**src/rtl/el2_lsu_trigger_hit_ctl_if.sv**
```systemverilog
// LSU trigger hit control bus: raw M-stage matches and trigger config in,
// qualified pending hit out toward the TLU.
interface el2_lsu_trigger_hit_ctl_if #(
    parameter int NUM_TRIG = 4,
    parameter int CNT_W    = 4
);
    logic [NUM_TRIG-1:0]       lsu_trigger_match_m;
    logic                      lsu_valid_m;
    logic                      lsu_flush_m;
    logic [NUM_TRIG-1:0]       trig_en;
    logic [NUM_TRIG-1:0]       trig_chain;
    logic [NUM_TRIG*CNT_W-1:0] hit_cnt_cfg;
    logic [NUM_TRIG-1:0]       cfg_wr;
    logic                      dec_tlu_trigger_ack;
    logic                      lsu_trigger_hit_vld;
    logic [NUM_TRIG-1:0]       lsu_trigger_hit_vec;
    logic                      lsu_trigger_hit_ovf;

    modport master (
        output lsu_trigger_match_m, lsu_valid_m, lsu_flush_m,
        output trig_en, trig_chain, hit_cnt_cfg, cfg_wr,
        output dec_tlu_trigger_ack,
        input  lsu_trigger_hit_vld, lsu_trigger_hit_vec,
        input  lsu_trigger_hit_ovf
    );

    modport slave (
        input  lsu_trigger_match_m, lsu_valid_m, lsu_flush_m,
        input  trig_en, trig_chain, hit_cnt_cfg, cfg_wr,
        input  dec_tlu_trigger_ack,
        output lsu_trigger_hit_vld, lsu_trigger_hit_vec,
        output lsu_trigger_hit_ovf
    );
endinterface

```
**src/rtl/el2_lsu_trigger_hit_ctl.sv**
```systemverilog
// Turns raw LSU trigger comparator matches into chained, counted trigger
// hits and holds them pending until the TLU acknowledges.
module el2_lsu_trigger_hit_ctl #(
    parameter int NUM_TRIG = 4,
    parameter int CNT_W    = 4
) (
    input logic                   clk,
    input logic                   rst,
    el2_lsu_trigger_hit_ctl_if.slave bus
);

    typedef enum logic {IDLE, PEND} state_t;

    state_t              state_q, state_d;
    logic [NUM_TRIG-1:0] raw, eff, fire;
    logic [NUM_TRIG-1:0] vec_q, vec_d;
    logic                ovf_q, ovf_d;
    logic                any;
    logic [CNT_W-1:0]    cnt_q [NUM_TRIG];
    logic [CNT_W-1:0]    cnt_d [NUM_TRIG];

    // Qualify raw matches, then join chained even/odd pairs.
    always_comb begin
        raw = bus.lsu_trigger_match_m & bus.trig_en &
              {NUM_TRIG{bus.lsu_valid_m & ~bus.lsu_flush_m}};
        eff = raw;
        for (int k = 0; k < NUM_TRIG; k += 2) begin
            if (bus.trig_chain[k]) begin
                eff[k]   = raw[k] & raw[k+1];
                eff[k+1] = raw[k] & raw[k+1];
            end
        end
    end

    // Per-trigger hit counters; a CSR write clears and suppresses the hit.
    always_comb begin
        logic [CNT_W-1:0] cfg;
        logic [CNT_W-1:0] tgt;
        cfg  = '0;
        tgt  = '0;
        fire = '0;
        for (int i = 0; i < NUM_TRIG; i++) begin
            cnt_d[i] = cnt_q[i];
            cfg      = bus.hit_cnt_cfg[i*CNT_W +: CNT_W];
            tgt      = (cfg <= CNT_W'(1)) ? CNT_W'(1) : cfg;
            if (bus.cfg_wr[i]) begin
                cnt_d[i] = '0;
            end else if (eff[i]) begin
                if (cnt_q[i] + CNT_W'(1) == tgt) begin
                    fire[i]  = 1'b1;
                    cnt_d[i] = '0;
                end else begin
                    cnt_d[i] = cnt_q[i] + CNT_W'(1);
                end
            end
        end
    end

    // Pending-hit handshake: sticky vector and overflow while awaiting ack.
    always_comb begin
        any     = |fire;
        state_d = state_q;
        vec_d   = vec_q;
        ovf_d   = ovf_q;
        unique case (state_q)
            IDLE: begin
                if (any) begin
                    state_d = PEND;
                    vec_d   = fire;
                end
            end
            PEND: begin
                if (bus.dec_tlu_trigger_ack) begin
                    ovf_d = 1'b0;
                    if (any) begin
                        vec_d = fire;
                    end else begin
                        state_d = IDLE;
                        vec_d   = '0;
                    end
                end else if (any) begin
                    vec_d = vec_q | fire;
                    ovf_d = 1'b1;
                end
            end
            default: state_d = IDLE;
        endcase
    end

    // State, hit outputs and counters.
    always_ff @(posedge clk or posedge rst) begin
        if (rst) begin
            state_q <= IDLE;
            vec_q   <= '0;
            ovf_q   <= 1'b0;
            for (int i = 0; i < NUM_TRIG; i++) cnt_q[i] <= '0;
        end else begin
            state_q <= state_d;
            vec_q   <= vec_d;
            ovf_q   <= ovf_d;
            for (int i = 0; i < NUM_TRIG; i++) cnt_q[i] <= cnt_d[i];
        end
    end

    assign bus.lsu_trigger_hit_vld = (state_q == PEND);
    assign bus.lsu_trigger_hit_vec = vec_q;
    assign bus.lsu_trigger_hit_ovf = ovf_q;

endmodule

```
**src/flat_wrapper.sv**
```systemverilog
// flat-port wrapper written by rule: the top's interface ports become plain ports
module el2_lsu_trigger_hit_ctl_flat 
#(
    parameter int NUM_TRIG = 4,
    parameter int CNT_W    = 4
)
  (clk, rst, bus_lsu_trigger_match_m, bus_lsu_valid_m, bus_lsu_flush_m, bus_trig_en, bus_trig_chain, bus_hit_cnt_cfg, bus_cfg_wr, bus_dec_tlu_trigger_ack, bus_lsu_trigger_hit_vld, bus_lsu_trigger_hit_vec, bus_lsu_trigger_hit_ovf);
  el2_lsu_trigger_hit_ctl_if #(.NUM_TRIG(NUM_TRIG), .CNT_W(CNT_W)) bus_i ();
  input logic clk;
  input logic rst;
  input wire logic [$bits(bus_i.lsu_trigger_match_m)-1:0] bus_lsu_trigger_match_m;
  input wire logic [$bits(bus_i.lsu_valid_m)-1:0] bus_lsu_valid_m;
  input wire logic [$bits(bus_i.lsu_flush_m)-1:0] bus_lsu_flush_m;
  input wire logic [$bits(bus_i.trig_en)-1:0] bus_trig_en;
  input wire logic [$bits(bus_i.trig_chain)-1:0] bus_trig_chain;
  input wire logic [$bits(bus_i.hit_cnt_cfg)-1:0] bus_hit_cnt_cfg;
  input wire logic [$bits(bus_i.cfg_wr)-1:0] bus_cfg_wr;
  input wire logic [$bits(bus_i.dec_tlu_trigger_ack)-1:0] bus_dec_tlu_trigger_ack;
  output wire logic [$bits(bus_i.lsu_trigger_hit_vld)-1:0] bus_lsu_trigger_hit_vld;
  output wire logic [$bits(bus_i.lsu_trigger_hit_vec)-1:0] bus_lsu_trigger_hit_vec;
  output wire logic [$bits(bus_i.lsu_trigger_hit_ovf)-1:0] bus_lsu_trigger_hit_ovf;
  assign bus_i.lsu_trigger_match_m = bus_lsu_trigger_match_m;
  assign bus_i.lsu_valid_m = bus_lsu_valid_m;
  assign bus_i.lsu_flush_m = bus_lsu_flush_m;
  assign bus_i.trig_en = bus_trig_en;
  assign bus_i.trig_chain = bus_trig_chain;
  assign bus_i.hit_cnt_cfg = bus_hit_cnt_cfg;
  assign bus_i.cfg_wr = bus_cfg_wr;
  assign bus_i.dec_tlu_trigger_ack = bus_dec_tlu_trigger_ack;
  assign bus_lsu_trigger_hit_vld = bus_i.lsu_trigger_hit_vld;
  assign bus_lsu_trigger_hit_vec = bus_i.lsu_trigger_hit_vec;
  assign bus_lsu_trigger_hit_ovf = bus_i.lsu_trigger_hit_ovf;
  el2_lsu_trigger_hit_ctl #(.NUM_TRIG(NUM_TRIG), .CNT_W(CNT_W)) u_core (.clk(clk), .rst(rst), .bus(bus_i));
endmodule
```
**config.mk**
```make
export PLATFORM = sky130hd
export DESIGN_NAME = el2_lsu_trigger_hit_ctl_flat
export DESIGN_NICKNAME = d
export VERILOG_FILES = /design/src/rtl/el2_lsu_trigger_hit_ctl_if.sv /design/src/rtl/el2_lsu_trigger_hit_ctl.sv /design/src/flat_wrapper.sv
export SDC_FILE = /design/constraint.sdc
export NUM_CORES = 1
export LEC_CHECK = 0
export CELL_PAD_IN_SITES_DETAIL_PLACEMENT = 0
export CELL_PAD_IN_SITES_GLOBAL_PLACEMENT = 1
export CORE_ASPECT_RATIO = 0.75
export CORE_MARGIN = 2
export CORE_UTILIZATION = 36
export CTS_BUF_LIST = sky130_fd_sc_hd__clkbuf_16
export DETAILED_ROUTE_END_ITERATION = 12
export GPL_TIMING_DRIVEN = 1
export PLACE_DENSITY_LB_ADDON = 0.1
export SYNTH_ARGS = -nofsm -noshare
export SYNTH_HDL_FRONTEND = slang
export SYNTH_SLANG_ARGS = --single-unit
```
**constraint.sdc**
```tcl
create_clock -name clk -period 2.2 [get_ports clk]
set_input_delay 0.33 -clock clk [delete_from_list [all_inputs] [get_ports clk]]
set_output_delay 0.33 -clock clk [all_outputs]
set_load 0.02 [all_outputs]
```
==> results of run 1 <==
==> power groups by stage <==
stage               registers [W]  logic [W]  clock network (W)
finish                   0.000428   0.000209           0.000508
global placement         0.000434   0.000205                  0
CTS                      0.000427   0.000210           0.000520
detailed placement       0.000435   0.000209                  0
floorplan                0.000447  0.0000772                  0
global route             0.000429   0.000228           0.000542
==> cell families (layout without fill, tap and decap cells) <==
family                     Yosys count  in the layout  share of synthesized area
and+or+nand+nor                     66             66                      0.235
AOI/OAI and AO/OA                   39             39                      0.201
DFF                                 22             22                      0.359
xor gates and xnor gates            21             21                      0.125
buffers and inverters                7             61                     0.0171
adders and majority gates            4              4                     0.0326
muxes                                4              4                     0.0310
==> final cells by class <==
type | instances | area share
clock inverters | 1 | 0.0137
inverters | 7 | 0.0120
repair buffers | 50 | 0.217
flip-flops and latches | 22 | 0.251
clock buffers | 3 | 0.0343
well taps | 55 | 0.0314
multi-input cells | 134 | 0.440
==> state kept, by name (all words and copies together) (netlist names) <==
| register | cells |
|---|---|
| u_core.bus.lsu_trigger_hit_ovf | 1 |
| u_core.bus.lsu_trigger_hit_vec | 4 |
| u_core.cnt_q | 16 |
| u_core.bus.lsu_trigger_hit_vld | 1 |
==> synth_stat cells (all sizes together) (2+ instances only) <==
cell,instances,area (µm²)
dfrtp,22,551
nand2,18,67.6
nand3,13,65.1
xnor2,12,105
nor2,9,33.8
xor2,9,86.3
o21ai,8,40.0
inv,7,26.3
nor3,6,46.3
a22o,5,43.8
a211oi,4,30.0
a31oi,4,25.0
ha,4,50.1
nand2b,4,32.5
nand4b,4,35.0
a21oi,3,15.0
mux2,3,37.5
a21boi,2,15.0
and3,2,12.5
nand3b,2,15.0
nor2b,2,12.5
o211ai,2,15.0
or2,2,12.5
==> layout by cell type, fill, tap and decap left out, types with 5 or more instances in the layout <==
master / Yosys / final
clkdlybuf4s50_1: 0 / 40
dfrtp_1: 22 / 22
nand2_1: 18 / 18
xnor2_1: 12 / 12
nand3_1: 13 / 12
buf_4: 0 / 10
nor2_1: 9 / 9
xor2_1: 8 / 8
o21ai_0: 8 / 8
inv_1: 7 / 7
a22o_1: 5 / 5
==> per-layer routing <==
metal / global-route usage / part of all wire
met1: 0.214 / 0.49
met2: 0.288 / 0.46
met3: 0.0372 / 0.036
met4: 0.0369 / 0.0043
met5: 0 / 0
==> worst min-delay path by stage <==
| stage | start | to | slack, ns |
|---|---|---|---|
| global route | rst | u_core.cnt_q[8] | 0.46 |
| global placement | u_core.bus.lsu_trigger_hit_vld | u_core.bus.lsu_trigger_hit_ovf | 0.49 |
| CTS | rst | u_core.cnt_q[10] | 0.42 |
| floorplan | rst | u_core.bus.lsu_trigger_hit_ovf | 0.32 |
| finish | rst | u_core.cnt_q[1] | 0.40 |
| detailed placement | u_core.bus.lsu_trigger_hit_vld | u_core.bus.lsu_trigger_hit_ovf | 0.51 |
==> worst max-delay path, cell delays in order (launching register included) <==
cell and delay, ns:
dfrtp_1 0.42, ha_1 0.31, or2_1 0.21, o21a_1 0.17, o211ai_1 0.29, nand3_2 0.18
a31oi_1 0.21, a2bb2oi_1 0.17
==> stage by stage <==
step | hold WS [ns] | util
6_report | 0.404 | 0.537
5_1_grt | 0.462 | 0.537
3_3_place_gp | 0.495 | 0.510
2_1_floorplan | 0.319 | -
4_1_cts | 0.418 | 0.536
3_5_place_dp | 0.509 | 0.510
==> summary.txt, run 1 <==
CTS
  • Post-CTS Setup Inserts: 0
  • Clock sink count: 22
  • Clock slew seen by the registers of the worst setup and hold paths: about 0.060 ns
  • Clock Tree Buf Depth: 2
  • Num CTS Buffers: 3
  • CTS root buf: clkbuf_16
  • Number of buffers inserted by hold repair at cts: 0
  • CTS resizes: 0
  • Clock latency on the worst-skew pair: 0.25 ns
  • CTS tree: done
  • H-tree Lvls: 1

Power and ir drop
  • Switching Fraction: 0.218
  • Tot Pwr: 0.00114 W
  • Cell Int Power: 0.000895 W
  • Leakage: slightly above 0.9 nW
  • Clk network pwr share: 0.444
  • Net switching power: 0.000249 W
  • Flop pwr share: 0.374
  • Combinational share of power: 0.182
  • Peak supply drop: 0.367 mV
  • PD cells: 523 mW/mm²

Synth
  • Seq cells post-synth: 22
  • Post-Synthesis Cells: 163
  • YS warnings: 0
  • Synth unique cells: 44
  • Synthesized Nets: 204
  • Syn avg cell area: 9.42 µm²
  • EDFF count, synth: 0
  • Register area share after synthesis: 0.359
  • Commonest register cell after synthesis: dfrtp_1
  • Synthesized area: 0.00154 mm²
  • Share of flip-flops with an asynchronous set or reset: 1.00

Timing
  • Max Clk Rate: a little under 500 MHz
  • Final WS setup: 0.160 ns
  • RSZ-0062 raised after global routing: false
  • Setup TNS Final: 0 ns
  • Clock skew: 0.00235 ns
  • Final hold viol count: 0
  • Final setup fails: 0
  • Fin crit period: 2.04 ns
  • Slew Viols, Final: 0
  • Crit share post-route: 0.927
  • Max_slew headroom: 0.735
  • Worst-Margin Slew: about 0.4 ns

Detailed routing
  • DRC violations left: 0
  • Detailed Route WL: between 3000 and 4000 µm
  • Vias per inst: 5.11
  • Antenna-violating nets left: 0
  • Avg WL per Cell: 13.0 µm
  • Vias post-DR: ~1400
  • Starting DRT DRC Count: 49
  • Drt first pass iters: 4

Critical path
  • Crit path launch: u_core.cnt_q[1]
  • R2R Path End: u_core.bus.lsu_trigger_hit_ovf
  • CP max FO: 4
  • CP arrival: 2.22 ns
  • R2R Path Start: u_core.cnt_q[1]
  • R2R depth: 7
  • Worst Setup EP: u_core.bus.lsu_trigger_hit_ovf
  • Worst endpoint required time: 2.38 ns
  • Crit Path Class: flip-flop to flip-flop
  • Worst reg-to-reg setup slack: 0.16 ns
  • Type of origin of the critical path: flip-flop
  • Critical path endpoint category: flip-flop

Flow run
  • Max-cap violation count: 0

Global routing
  • Total gr overflow: 0
  • Vias in the first global route: between 1000 and 1500
  • Overall routing resource usage: 0.165
  • Pin count of the biggest net entering global routing: 23
  • First-pass GRT wire length: 6200 µm
  • Antenna violations before repair: 0

Placed design
  • Post-DP Area: 0.00208 mm²
  • DP HPWL: approximately 2900 µm
  • Post-Place Cells: roughly 270
  • Pre-CTS setup slack: roughly 0.013 ns
  • GP Congestion: 0.849
  • Input/output buffers: 40

Die
  • Die Area: approximately 0.0048 mm²
  • Die Wd: between 70 and 80 µm
  • Row count: 20
  • Core Area: 0.00408 mm²
  • Initial Utilization: 0.376
  • DIE HEIGHT: 60.6 µm
  • # IOs: 43

Layout
  • Post-route cell area: 0.00219 mm²
  • Reg area: around 550 µm²
  • Fillcell total: 359
  • Synth-to-layout area growth: 42.6%
  • Area taken by multi-input logic gates: 963 µm²
  • Final #Nets: 259
  • Share of layout cells above drive strength 1: 0.115
  • Antenna cells: 0
  • Final Instance Count excl. Fillers: 272

Min path
  • Tightest Hold Check Type: primary input to asynchronous set/reset pin

Outcome
  • Outcome: completed
No activity file was read; power rests on OpenSTA's default activity.
==> run 2, diff against run 1 <==
--- a/config.mk
+++ b/config.mk
@@ -14,6 +14,7 @@
 export DETAILED_ROUTE_END_ITERATION = 12
 export GPL_TIMING_DRIVEN = 1
 export PLACE_DENSITY_LB_ADDON = 0.1
+export REMOVE_ABC_BUFFERS = 1
 export SYNTH_ARGS = -nofsm -noshare
 export SYNTH_HDL_FRONTEND = slang
 export SYNTH_SLANG_ARGS = --single-unit
==> results of run 2 <==
Final layout, timing and power as in run 1 (identical DEF).
==> run 3, diff against run 2 <==
--- a/config.mk
+++ b/config.mk
@@ -11,10 +11,12 @@
 export CORE_MARGIN = 2
 export CORE_UTILIZATION = 36
 export CTS_BUF_LIST = sky130_fd_sc_hd__clkbuf_16
+export CTS_CLUSTER_DIAMETER = 200
 export DETAILED_ROUTE_END_ITERATION = 12
 export GPL_TIMING_DRIVEN = 1
 export PLACE_DENSITY_LB_ADDON = 0.1
 export REMOVE_ABC_BUFFERS = 1
+export SKIP_CTS_REPAIR_TIMING = 1
 export SYNTH_ARGS = -nofsm -noshare
 export SYNTH_HDL_FRONTEND = slang
 export SYNTH_SLANG_ARGS = --single-unit
==> results of run 3 <==
Final layout, timing and power as in run 1 (identical DEF).
